### src/rtl/sm4_round_sequencer.sv
// Iterative SM4 engine: one key expansion into a round-key file, then ROUNDS_PER_CYCLE rounds per clock on each block.
// Latency: out_valid NR = 32/ROUNDS_PER_CYCLE edges after block accept. Backpressure: result held in DONE until out_ready.
// Optional SM4_ZEROIZE_EN adds a synchronous i_zeroize that wipes the key file and aborts any operation in flight.
module sm4_round_sequencer #(
    parameter int ROUNDS_PER_CYCLE = 1
) (
    input  logic         i_clk,
    input  logic         i_rst,
`ifdef SM4_ZEROIZE_EN
    input  logic         i_zeroize,
`endif
    input  logic         i_key_valid,
    output logic         o_key_ready,
    input  logic [127:0] i_key,
    input  logic         i_in_valid,
    output logic         o_in_ready,
    input  logic         i_in_mode,
    input  logic [127:0] i_in_data,
    output logic         o_out_valid,
    input  logic         i_out_ready,
    output logic [127:0] o_out_data,
    output logic         o_key_loaded,
    output logic         o_busy
);

    localparam int NR = 32 / ROUNDS_PER_CYCLE;
    localparam int SH = $clog2(ROUNDS_PER_CYCLE);
    localparam logic [4:0] LAST = 5'(NR - 1);
    localparam logic [31:0] FK [0:3] = '{32'ha3b1bac6, 32'h56aa3350, 32'h677d9197, 32'hb27022dc};

    localparam logic [0:255][7:0] SBOX = {
        128'hd690e9fecce13db716b614c228fb2c05, 128'h2b679a762abe04c3aa44132649860699,
        128'h9c4250f491ef987a33540b43edcfac62, 128'he4b31ca9c908e89580df94fa758f3fa6,
        128'h4707a7fcf37317ba83593c19e6854fa8, 128'h686b81b27164da8bf8eb0f4b70569d35,
        128'h1e240e5e6358d1a225227c3b01217887, 128'hd40046579fd327524c3602e7a0c4c89e,
        128'heabf8ad240c738b5a3f7f2cef96115a1, 128'he0ae5da49b341a55ad933230f58cb1e3,
        128'h1df6e22e8266ca60c02923ab0d534e6f, 128'hd5db3745defd8e2f03ff6a726d6c5b51,
        128'h8d1baf92bbddbc7f11d95c411f105ad8, 128'h0ac13188a5cd7bbd2d74d012b8e5b4b0,
        128'h8969974a0c96777e65b9f109c56ec684, 128'h18f07dec3adc4d2079ee5f3ed7cb3948
    };

    generate
        if (!(ROUNDS_PER_CYCLE == 1 || ROUNDS_PER_CYCLE == 2 ||
              ROUNDS_PER_CYCLE == 4 || ROUNDS_PER_CYCLE == 8)) begin : g_bad_rpc
            $error("sm4_round_sequencer: ROUNDS_PER_CYCLE must be 1, 2, 4 or 8");
        end
    endgenerate

    function automatic logic [31:0] f_tau(input logic [31:0] a);
        return {SBOX[a[31:24]], SBOX[a[23:16]], SBOX[a[15:8]], SBOX[a[7:0]]};
    endfunction

    function automatic logic [31:0] f_t(input logic [31:0] a);
        logic [31:0] b;
        b = f_tau(a);
        return b ^ {b[29:0], b[31:30]} ^ {b[21:0], b[31:22]} ^ {b[13:0], b[31:14]} ^ {b[7:0], b[31:8]};
    endfunction

    function automatic logic [31:0] f_tp(input logic [31:0] a);
        logic [31:0] b;
        b = f_tau(a);
        return b ^ {b[18:0], b[31:19]} ^ {b[8:0], b[31:9]};
    endfunction

    // CK byte j of constant i is (4i+j)*7 mod 256
    function automatic logic [31:0] f_ck(input logic [4:0] i);
        logic [31:0] v;
        logic [7:0]  b;
        v = '0;
        for (int j = 0; j < 4; j++) begin
            b = (8'({i, 2'b00}) + 8'(j)) * 8'd7;
            v = {v[23:0], b};
        end
        return v;
    endfunction

    typedef enum logic [2:0] {S_IDLE, S_KEYEXP, S_KEYED, S_CRYPT, S_DONE} state_t;

    state_t         r_state;
    logic [4:0]     r_cnt;
    logic [31:0]    r_k [0:3];
    logic [31:0]    r_x [0:3];
    logic           r_mode;
    logic           r_out_valid;
    logic [127:0]   r_out_data;
    logic           r_key_loaded;
    logic           r_busy;
    logic [31:0]    r_rk [0:31];

    logic           w_zeroize;
    logic           w_key_hs;
    logic           w_in_hs;
    logic [4:0]     w_base;
    logic [31:0]    w_knext [0:3];
    logic [31:0]    w_xnext [0:3];
    logic [31:0]    w_rkw   [0:ROUNDS_PER_CYCLE-1];
    logic [4:0]     w_rkidx [0:ROUNDS_PER_CYCLE-1];

`ifdef SM4_ZEROIZE_EN
    assign w_zeroize = i_zeroize;
`else
    assign w_zeroize = 1'b0;
`endif

    assign o_key_ready  = ~w_zeroize & ((r_state == S_IDLE) | (r_state == S_KEYED));
    assign o_in_ready   = ~w_zeroize & (r_state == S_KEYED) & ~i_key_valid;
    assign w_key_hs     = i_key_valid & o_key_ready;
    assign w_in_hs      = i_in_valid & o_in_ready;
    assign o_out_valid  = r_out_valid;
    assign o_out_data   = r_out_data;
    assign o_key_loaded = r_key_loaded;
    assign o_busy       = r_busy;
    assign w_base       = r_cnt << SH;

    // Shared sliding windows: key schedule uses T', data path uses T.
    always_comb begin : p_rounds
        logic [31:0] kw [0:ROUNDS_PER_CYCLE+3];
        logic [31:0] xw [0:ROUNDS_PER_CYCLE+3];
        logic [4:0]  idx;
        logic [4:0]  rsel;
        for (int i = 0; i < 4; i++) begin
            kw[i] = r_k[i];
            xw[i] = r_x[i];
        end
        for (int j = 0; j < ROUNDS_PER_CYCLE; j++) begin
            idx        = w_base | 5'(j);
            rsel       = r_mode ? idx : ~idx;
            kw[j+4]    = kw[j] ^ f_tp(kw[j+1] ^ kw[j+2] ^ kw[j+3] ^ f_ck(idx));
            xw[j+4]    = xw[j] ^ f_t(xw[j+1] ^ xw[j+2] ^ xw[j+3] ^ r_rk[rsel]);
            w_rkw[j]   = kw[j+4];
            w_rkidx[j] = idx;
        end
        for (int i = 0; i < 4; i++) begin
            w_knext[i] = kw[ROUNDS_PER_CYCLE+i];
            w_xnext[i] = xw[ROUNDS_PER_CYCLE+i];
        end
    end

    always_ff @(posedge i_clk) begin
        if (w_zeroize) begin
            for (int i = 0; i < 32; i++) r_rk[i] <= '0;
        end else if (r_state == S_KEYEXP) begin
            for (int j = 0; j < ROUNDS_PER_CYCLE; j++) r_rk[w_rkidx[j]] <= w_rkw[j];
        end
    end

    always_ff @(posedge i_clk or posedge i_rst) begin
        if (i_rst) begin
            r_state      <= S_IDLE;
            r_cnt        <= '0;
            r_mode       <= 1'b0;
            r_out_valid  <= 1'b0;
            r_out_data   <= '0;
            r_key_loaded <= 1'b0;
            r_busy       <= 1'b0;
            for (int i = 0; i < 4; i++) begin
                r_k[i] <= '0;
                r_x[i] <= '0;
            end
        end else if (w_zeroize) begin
            r_state      <= S_IDLE;
            r_cnt        <= '0;
            r_out_valid  <= 1'b0;
            r_out_data   <= '0;
            r_key_loaded <= 1'b0;
            r_busy       <= 1'b0;
        end else begin
            case (r_state)
                S_IDLE, S_KEYED: begin
                    if (w_key_hs) begin
                        for (int i = 0; i < 4; i++) r_k[i] <= i_key[127-32*i -: 32] ^ FK[i];
                        r_cnt        <= '0;
                        r_key_loaded <= 1'b0;
                        r_busy       <= 1'b1;
                        r_state      <= S_KEYEXP;
                    end else if (w_in_hs) begin
                        for (int i = 0; i < 4; i++) r_x[i] <= i_in_data[127-32*i -: 32];
                        r_mode  <= i_in_mode;
                        r_cnt   <= '0;
                        r_busy  <= 1'b1;
                        r_state <= S_CRYPT;
                    end
                end
                S_KEYEXP: begin
                    r_k <= w_knext;
                    if (r_cnt == LAST) begin
                        r_cnt        <= '0;
                        r_key_loaded <= 1'b1;
                        r_busy       <= 1'b0;
                        r_state      <= S_KEYED;
                    end else begin
                        r_cnt <= r_cnt + 5'd1;
                    end
                end
                S_CRYPT: begin
                    r_x <= w_xnext;
                    if (r_cnt == LAST) begin
                        r_cnt       <= '0;
                        r_out_data  <= {w_xnext[3], w_xnext[2], w_xnext[1], w_xnext[0]};
                        r_out_valid <= 1'b1;
                        r_busy      <= 1'b0;
                        r_state     <= S_DONE;
                    end else begin
                        r_cnt <= r_cnt + 5'd1;
                    end
                end
                S_DONE: begin
                    if (i_out_ready) begin
                        r_out_valid <= 1'b0;
                        r_state     <= S_KEYED;
                    end
                end
                default: r_state <= S_IDLE;
            endcase
        end
    end

endmodule
### config.mk
export PLATFORM = sky130hd
export DESIGN_NAME = sm4_round_sequencer
export DESIGN_NICKNAME = d
export VERILOG_FILES = /design/src/rtl/sm4_round_sequencer.sv
export SDC_FILE = /design/constraint.sdc
export NUM_CORES = 2
export LEC_CHECK = 0
export ABC_CLOCK_PERIOD_IN_PS = 15840
export CAP_MARGIN = 20
export CORE_MARGIN = 4
export CORE_UTILIZATION = 30
export DETAILED_ROUTE_END_ITERATION = 6
export DONT_BUFFER_PORTS = 1
export GPL_TIMING_DRIVEN = 0
export PLACE_DENSITY = 0.41
export RECOVER_POWER = 50
export SLEW_MARGIN = 25
export SYNTH_ARGS = -nofsm -noshare
export SYNTH_HDL_FRONTEND = slang
export SYNTH_SLANG_ARGS = --single-unit
### constraint.sdc
create_clock -name i_clk -period 15.84 [get_ports i_clk]
set_input_delay 3.168 -clock i_clk [delete_from_list [all_inputs] [get_ports i_clk]]
set_output_delay 3.168 -clock i_clk [all_outputs]
set_load 0.05 [all_outputs]
[Word level (Yosys, flattened, before mapping)]
Memories as Yosys holds them, arrays and structs flattened.
Cells that the tools add are included.
Cells by class
  reductions and logical operators: 16
  multiply operators: 4
  eq/ne operators: 13
  magnitude comparators: 8
  divide/modulo/power cells: 0
  shift operators: 0
  $add $sub $neg: 4
  mux-type cells: 43
  bitwise operators: 33
Operators by type and width (number)
  one-hot mux 128 bit (2 select lines): 2
  bitwise XOR 32 bit: 14
  two-way mux 128 bit: 3
  two-way mux 8 bit: 16
  greater-or-equal comparator 9 bit (second input constant): 8
  NOT 8 -> 9 bit: 8
  NOT 14 bit: 2
  multiplier 8 x 3 -> 8 bit (second input constant): 3
  two-way mux 5 bit: 4
  NOT 19 bit: 1
  NOT 17 bit: 1
  adder 7 x 2 -> 8 bit (second input constant): 2
  two-way mux 3 bit: 5
  AND reduction 3 bit: 5
  one-hot mux 3 bit (4 select lines): 1
  inequality test 2 bit (second input constant): 5
  one-hot mux 5 bit (2 select lines): 1
  adder 7 x 1 -> 8 bit (second input constant): 1
  two-way mux 1 bit: 8
  nonzero test 2 bit: 4
  equality test 3 x 2 -> 1 bit (second input constant): 2
  multiplier 5 x 3 -> 6 bit (second input constant): 1
  one-hot mux 1 bit (2 select lines): 3
  AND reduction 2 bit: 3
  13 further kinds: 18
Storage, ports and cells
  word-level logic and storage cells: 145
  memories kept: 9
  bits in read-only memories: 16384
  bits in writable memories: 1024
  output and inout port bits: 133
  latch bits: 0
  register bits: 396
  input bits: 262
Memories
  (no name shown): depth 256, bits a word 8, read ports 1, clocked after memory_dff 0, write ports 0, RTL line 50  | return {SBOX[a[31:24]], SBOX[a[23:16]], SBOX[a[15:8]], SBOX[a[7:0]]};
  (no name shown): depth 256, bits a word 8, read ports 1, clocked after memory_dff 0, write ports 0, RTL line 50
  (no name shown): depth 256, bits a word 8, read ports 1, clocked after memory_dff 0, write ports 0, RTL line 50
  (no name shown): depth 256, bits a word 8, read ports 1, clocked after memory_dff 0, write ports 0, RTL line 50
  (no name shown): depth 256, bits a word 8, read ports 1, clocked after memory_dff 0, write ports 0, RTL line 50
  (no name shown): depth 256, bits a word 8, read ports 1, clocked after memory_dff 0, write ports 0, RTL line 50
  +3 memories

[Depth between registers and ports, before layout]
An unclocked memory read counts as a cell.
  depth in word-level cells: 14
  mapped depth: 32
  mapped depth without buffers: 19

[Worst setup path before layout]
Ideal clock, no wire load.
  kind: reg2reg
  start point: reg r_cnt[0], in the netlist p_rounds.idx[0]
  end point: mem r_rk[0][13], data pin
  data required time: 15446 ps
  arrival time: 6635 ps
  stages on the path, launching flop included: 23
  period minus slack after synthesis: 7029 ps
  setup time: 394 ps
  path slack: 8811 ps
  path through: dfrtp_1 > buf_2 > buf_2 > buf_2 > buf_4 > buf_2 > buf_2 > buf_2 > buf_2 > buf_2 > xnor2_1 > xor2_1 > clkbuf_1 > buf_1 > buf_1 > ha_1 > mux4_2 > nand2_1 > o21ai_0 > mux4_2 > xnor2_1 > xnor2_1 > xnor2_1
RTL lines
  from (decl): RTL line 80  | logic [4:0] r_cnt;
  from (signal assigned): RTL line 192  | r_cnt <= r_cnt + 5'd1;
  from (signal assigned): RTL line 204  | r_cnt <= r_cnt + 5'd1;
  to (decl): RTL line 88  | logic [31:0] r_rk [0:31];

[Worst setup path in the final report]
  start point: reg r_cnt[2], in the netlist p_rounds.idx[2]
  end point: reg r_x (netlist bit p_rounds.xw[41])
Between the ends
  word-level cells in the longest chain between the ends: 14
  elaborated cells between the ends (all ways): 26
  classes of those cells: mux (10); bitwise (11); memory (5)
RTL lines
  NOT 5 bit: RTL line 127  | rsel = r_mode ? idx : ~idx;
  two-way mux 5 bit *: RTL line 127
  memory (32 x 32 bit) *
  bitwise XOR 32 bit *: RTL line 129  | xw[j+4] = xw[j] ^ f_t(xw[j+1] ^ xw[j+2] ^ xw[j+3] ^ r_rk[rsel]);
  NOT 8 -> 9 bit (implied by the code): RTL line 50
  memory (256 x 8 bit)
  two-way mux 8 bit (implied by the code) (2 in series): RTL line 50
  bitwise XOR 32 bit (3 in series): RTL line 56  | return b ^ {b[29:0], b[31:30]} ^ {b[21:0], b[31:22]} ^ {b[13:0], b[31:14]} ^ {b[7:0], b[31:8]};
  bitwise XOR 32 bit *: RTL line 56
  bitwise XOR 32 bit *: RTL line 129
  one-hot mux 128 bit (2 select lines) *: RTL line 168  | case (r_state)
  to (signal assigned): RTL line 196  | r_x <= w_xnext;
  to (decl): RTL line 82  | logic [31:0] r_x [0:3];
Every way passes the cells marked *; elsewhere a longest branch is shown, timed or not. The select of a mux whose other input is x is not followed.
A chain may end at the register's enable or synchronous reset.

==> metrics list <==
* Vias per cell: 6.693
- After detailed routing, the number of remaining DRC violations is 9.
- The worst path uses 88.60% of the clock period.
* Mapped Cells: 9162
- # Max-Cap Violations: 32
- Synth Net Count: 9577
- After the first detailed-routing iteration, the DRC count stood at 14950.
- Setup clock skew after layout: 0.1002 ns
* CP max stage delay: 1.09 ns
- Ys Warns: 0
* Ports placed on the boundary: 395
* Starting Density: 30.23%
* Post-synth top area cell: edfxtp_1
* CORE AREA: 316000 sq um
- Clock latency reported for the late side of the worst-skew pair: 0.89 ns
- Sequential area share after synthesis: 42.57%
- Of all flip-flops after synthesis, the portion carrying an async set or reset was 27.89%.
- Fill cell total of the finished layout: 32110
- Most used cell, CP: clkbuf_1
- Pin count of the biggest net entering global routing: 89
- The clock period could shrink to 14.03 ns.
- Number of levels the H-tree was split into: 4
- Post-Place Setup Slack: 4.105 ns
- The critical path is of the flop to flop type.
- Summed over all layers, the routed wires come to 604900 microns.
- Ranked by instance count, the synthesized netlist is headed by nand2_1, edfxtp_1, o21ai_0.
- Clock-pin slew was measured on the worst setup and hold paths at 0.06 ns.
- At the worst endpoint, the required time is 16.50 ns.
- Flops & latches, synth: 1420
- Post_cts resized: 0
- Number of buffers inserted by port buffering: 0
- The mapped netlist covers 95520 sq um.
- Number of antenna violations at the first check in global routing: 60
- First-pass GRT wire length: 805300 microns
- STA puts the critical path data arrival time at 14.70 ns.
- In this run the biggest area consumer among cell types represents 32.19% of the synthesized area.
- Sorting the synthesized cells by area gives the leading types as edfxtp_1, dfrtp_1, mux4_2.
* Critical path's slowest cell: dfrtp_1
- Floorplan die area: 327500 sq um
* Setup violation total in the final timing report: 0
- Summed over all nets, the half-perimeter wirelength after detailed placement is 451500 microns.
- Most instantiated flip-flop cell in the synthesis netlist: edfxtp_1
- In this run the remaining antenna-violating nets after routing total 0.
- After the last flow step, the layout net total stands at 9954.
- Final weighted congestion in routability-driven placement: 1.006
- In the post-route analysis, the smallest setup slack over all paths is 1.806 ns.
- Of all nets on the critical path, the largest fanout is 11.
- Run status: complete, but fails checks
- The floorplan has 206 rows.
- The clock drives 1420 sinks.
- The tightest hold path in the finished design has a slack of 0.5207 ns.
- Clock root buffer: clkbuf_16
* EDFF count, synth: 1024
* RSZ-0062 raised after global routing: no
* Library cell with the highest instance count after synthesis: nand2_1
- Achievable clock frequency: 71.26 MHz
* Per-cell routed wire length: 43.58 microns
- After routing, the total negative slack on setup checks comes to 0 ns.
* Measured slew at the worst slew-check pin: 4.970 ns
- TritonCTS built the clock tree.
* Post CTS Setup Buffer Count: 0
* Overall die height: 572.3 microns
* Layout cells sized above 1: 14.98%
* Area growth from synthesis to layout: 14.48%
- The number of pins exceeding their max-slew limit in the final report came to 692.
- The number of different library cells used by synthesis comes to 120.
- Hold Fails Final Rpt: 0
- The first detailed-routing pass took 7 iterations.
* Inserted Clock Buffers: 173
* Vias in the first global route: 87400
* Path type of the worst min-delay path: flop to flop
- The floorplan step set the die width to 572.3 microns.
- For this run the aggregate overflow at the end of global routing stands at 0.
- Hold buffers post-CTS: 0
- Crit path launch type: flop
* Synthesized area per cell: 10.43 sq um
* Critical path capture point type: flop
* Via count: 92890
- In this run the tightest slew margin relative to its limit is -231.3%.
- Violated checks: DRC, capacitance limit, slew limit
* Total routing usage reported by global routing: 35.48%
* Clk buf depth: 4
==> cell usage in the layout (no fill, tap or decap), types with 239 or more instances in the layout <==
| cell | Yosys | routed |
|---|---|---|
| a21oi_1 | 592 | 590 |
| clkbuf_1 | 440 | 536 |
| dfrtp_1 | 396 | 396 |
| edfxtp_1 | 1024 | 1024 |
| mux2i_1 | 397 | 396 |
| mux4_2 | 396 | 396 |
| nand2_1 | 1029 | 1029 |
| nor2_1 | 610 | 594 |
| nor3_1 | 243 | 239 |
| o21ai_0 | 802 | 788 |
| xnor2_1 | 315 | 264 |
==> through the flow <==
step                std cells  area [sq um]  util, %
finish                  13880        109300    34.60
global route            13860        109300    34.59
CTS                     13830        110500    34.97
detailed placement      13520        105200    33.29
global placement        13320        100700    31.87
floorplan                9162         95520        -
==> sequential cells by signal (all words and copies together) (netlist names) <==
register	cells
r_rk	1024
o_out_data	128
p_rounds.kw	128
p_rounds.xw	128
p_rounds.idx	5
r_state	3
o_busy	1
o_key_loaded	1
o_out_valid	1
r_mode	1
==> area by class of cell <==
class / instances / area, sq um / share of cell area, %
multi-input combinational: 6830 / 51080 / 46.71
sequential: 1420 / 40660 / 37.18
tap: 4160 / 5205 / 4.760
clock buffer: 218 / 4599 / 4.206
buffer: 837 / 4245 / 3.882
timing repair buffer: 202 / 2454 / 2.244
clock inverter: 85 / 698.2 / 0.6385
inverter: 75 / 282.8 / 0.2586
antenna: 51 / 127.6 / 0.1167
==> final timing paths <==
kind                               endpoint  cells past startpoint             from  slack, ns
max                         p_rounds.xw[41]                     29  p_rounds.idx[2]       1.81
min                        p_rounds.kw[107]                      2  p_rounds.kw[75]       0.52
max reg2reg                 p_rounds.xw[41]                     29  p_rounds.idx[2]       1.81
min reg2reg                p_rounds.kw[107]                      2  p_rounds.kw[75]       0.52
max in group asynchronous   p_rounds.kw[97]                      3            i_rst       5.32
min in group asynchronous    o_out_data[52]                      1            i_rst       2.88
==> critical path, delay by kind of cell, from the launching register on <==
| family | cells | cell delay, ns |
|---|---|---|
| buffers and inverters | 14 | 7.08 |
| AOI/OAI and AO/OA | 6 | 2.23 |
| xor gates and xnor gates | 2 | 1.29 |
| and+or+nand+nor | 5 | 1.12 |
| DFF | 1 | 1.09 |
| adders and majority gates | 1 | 0.67 |
| muxes | 1 | 0.19 |
==> kinds of logic after synthesis <==
group | synth area share [%]
AO/OA/AOI/OAI | 19.52
XOR/XNOR | 4.346
adder cells (fa/ha/maj) | 2.098
buffers and inverters | 4.767
flip-flops | 42.57
multiplexers | 15.23
AND/OR/NAND/NOR | 11.47
==> metal layers <==
layer	part of all wire, %	track usage (%)
met5	0.038	0
met4	5.2	14.29
met3	11	9.094
met2	43	53.88
met1	41	48.16
Power is not shown: default switching activity piles up to over one toggle a cycle in this logic, so the estimate is an artifact.
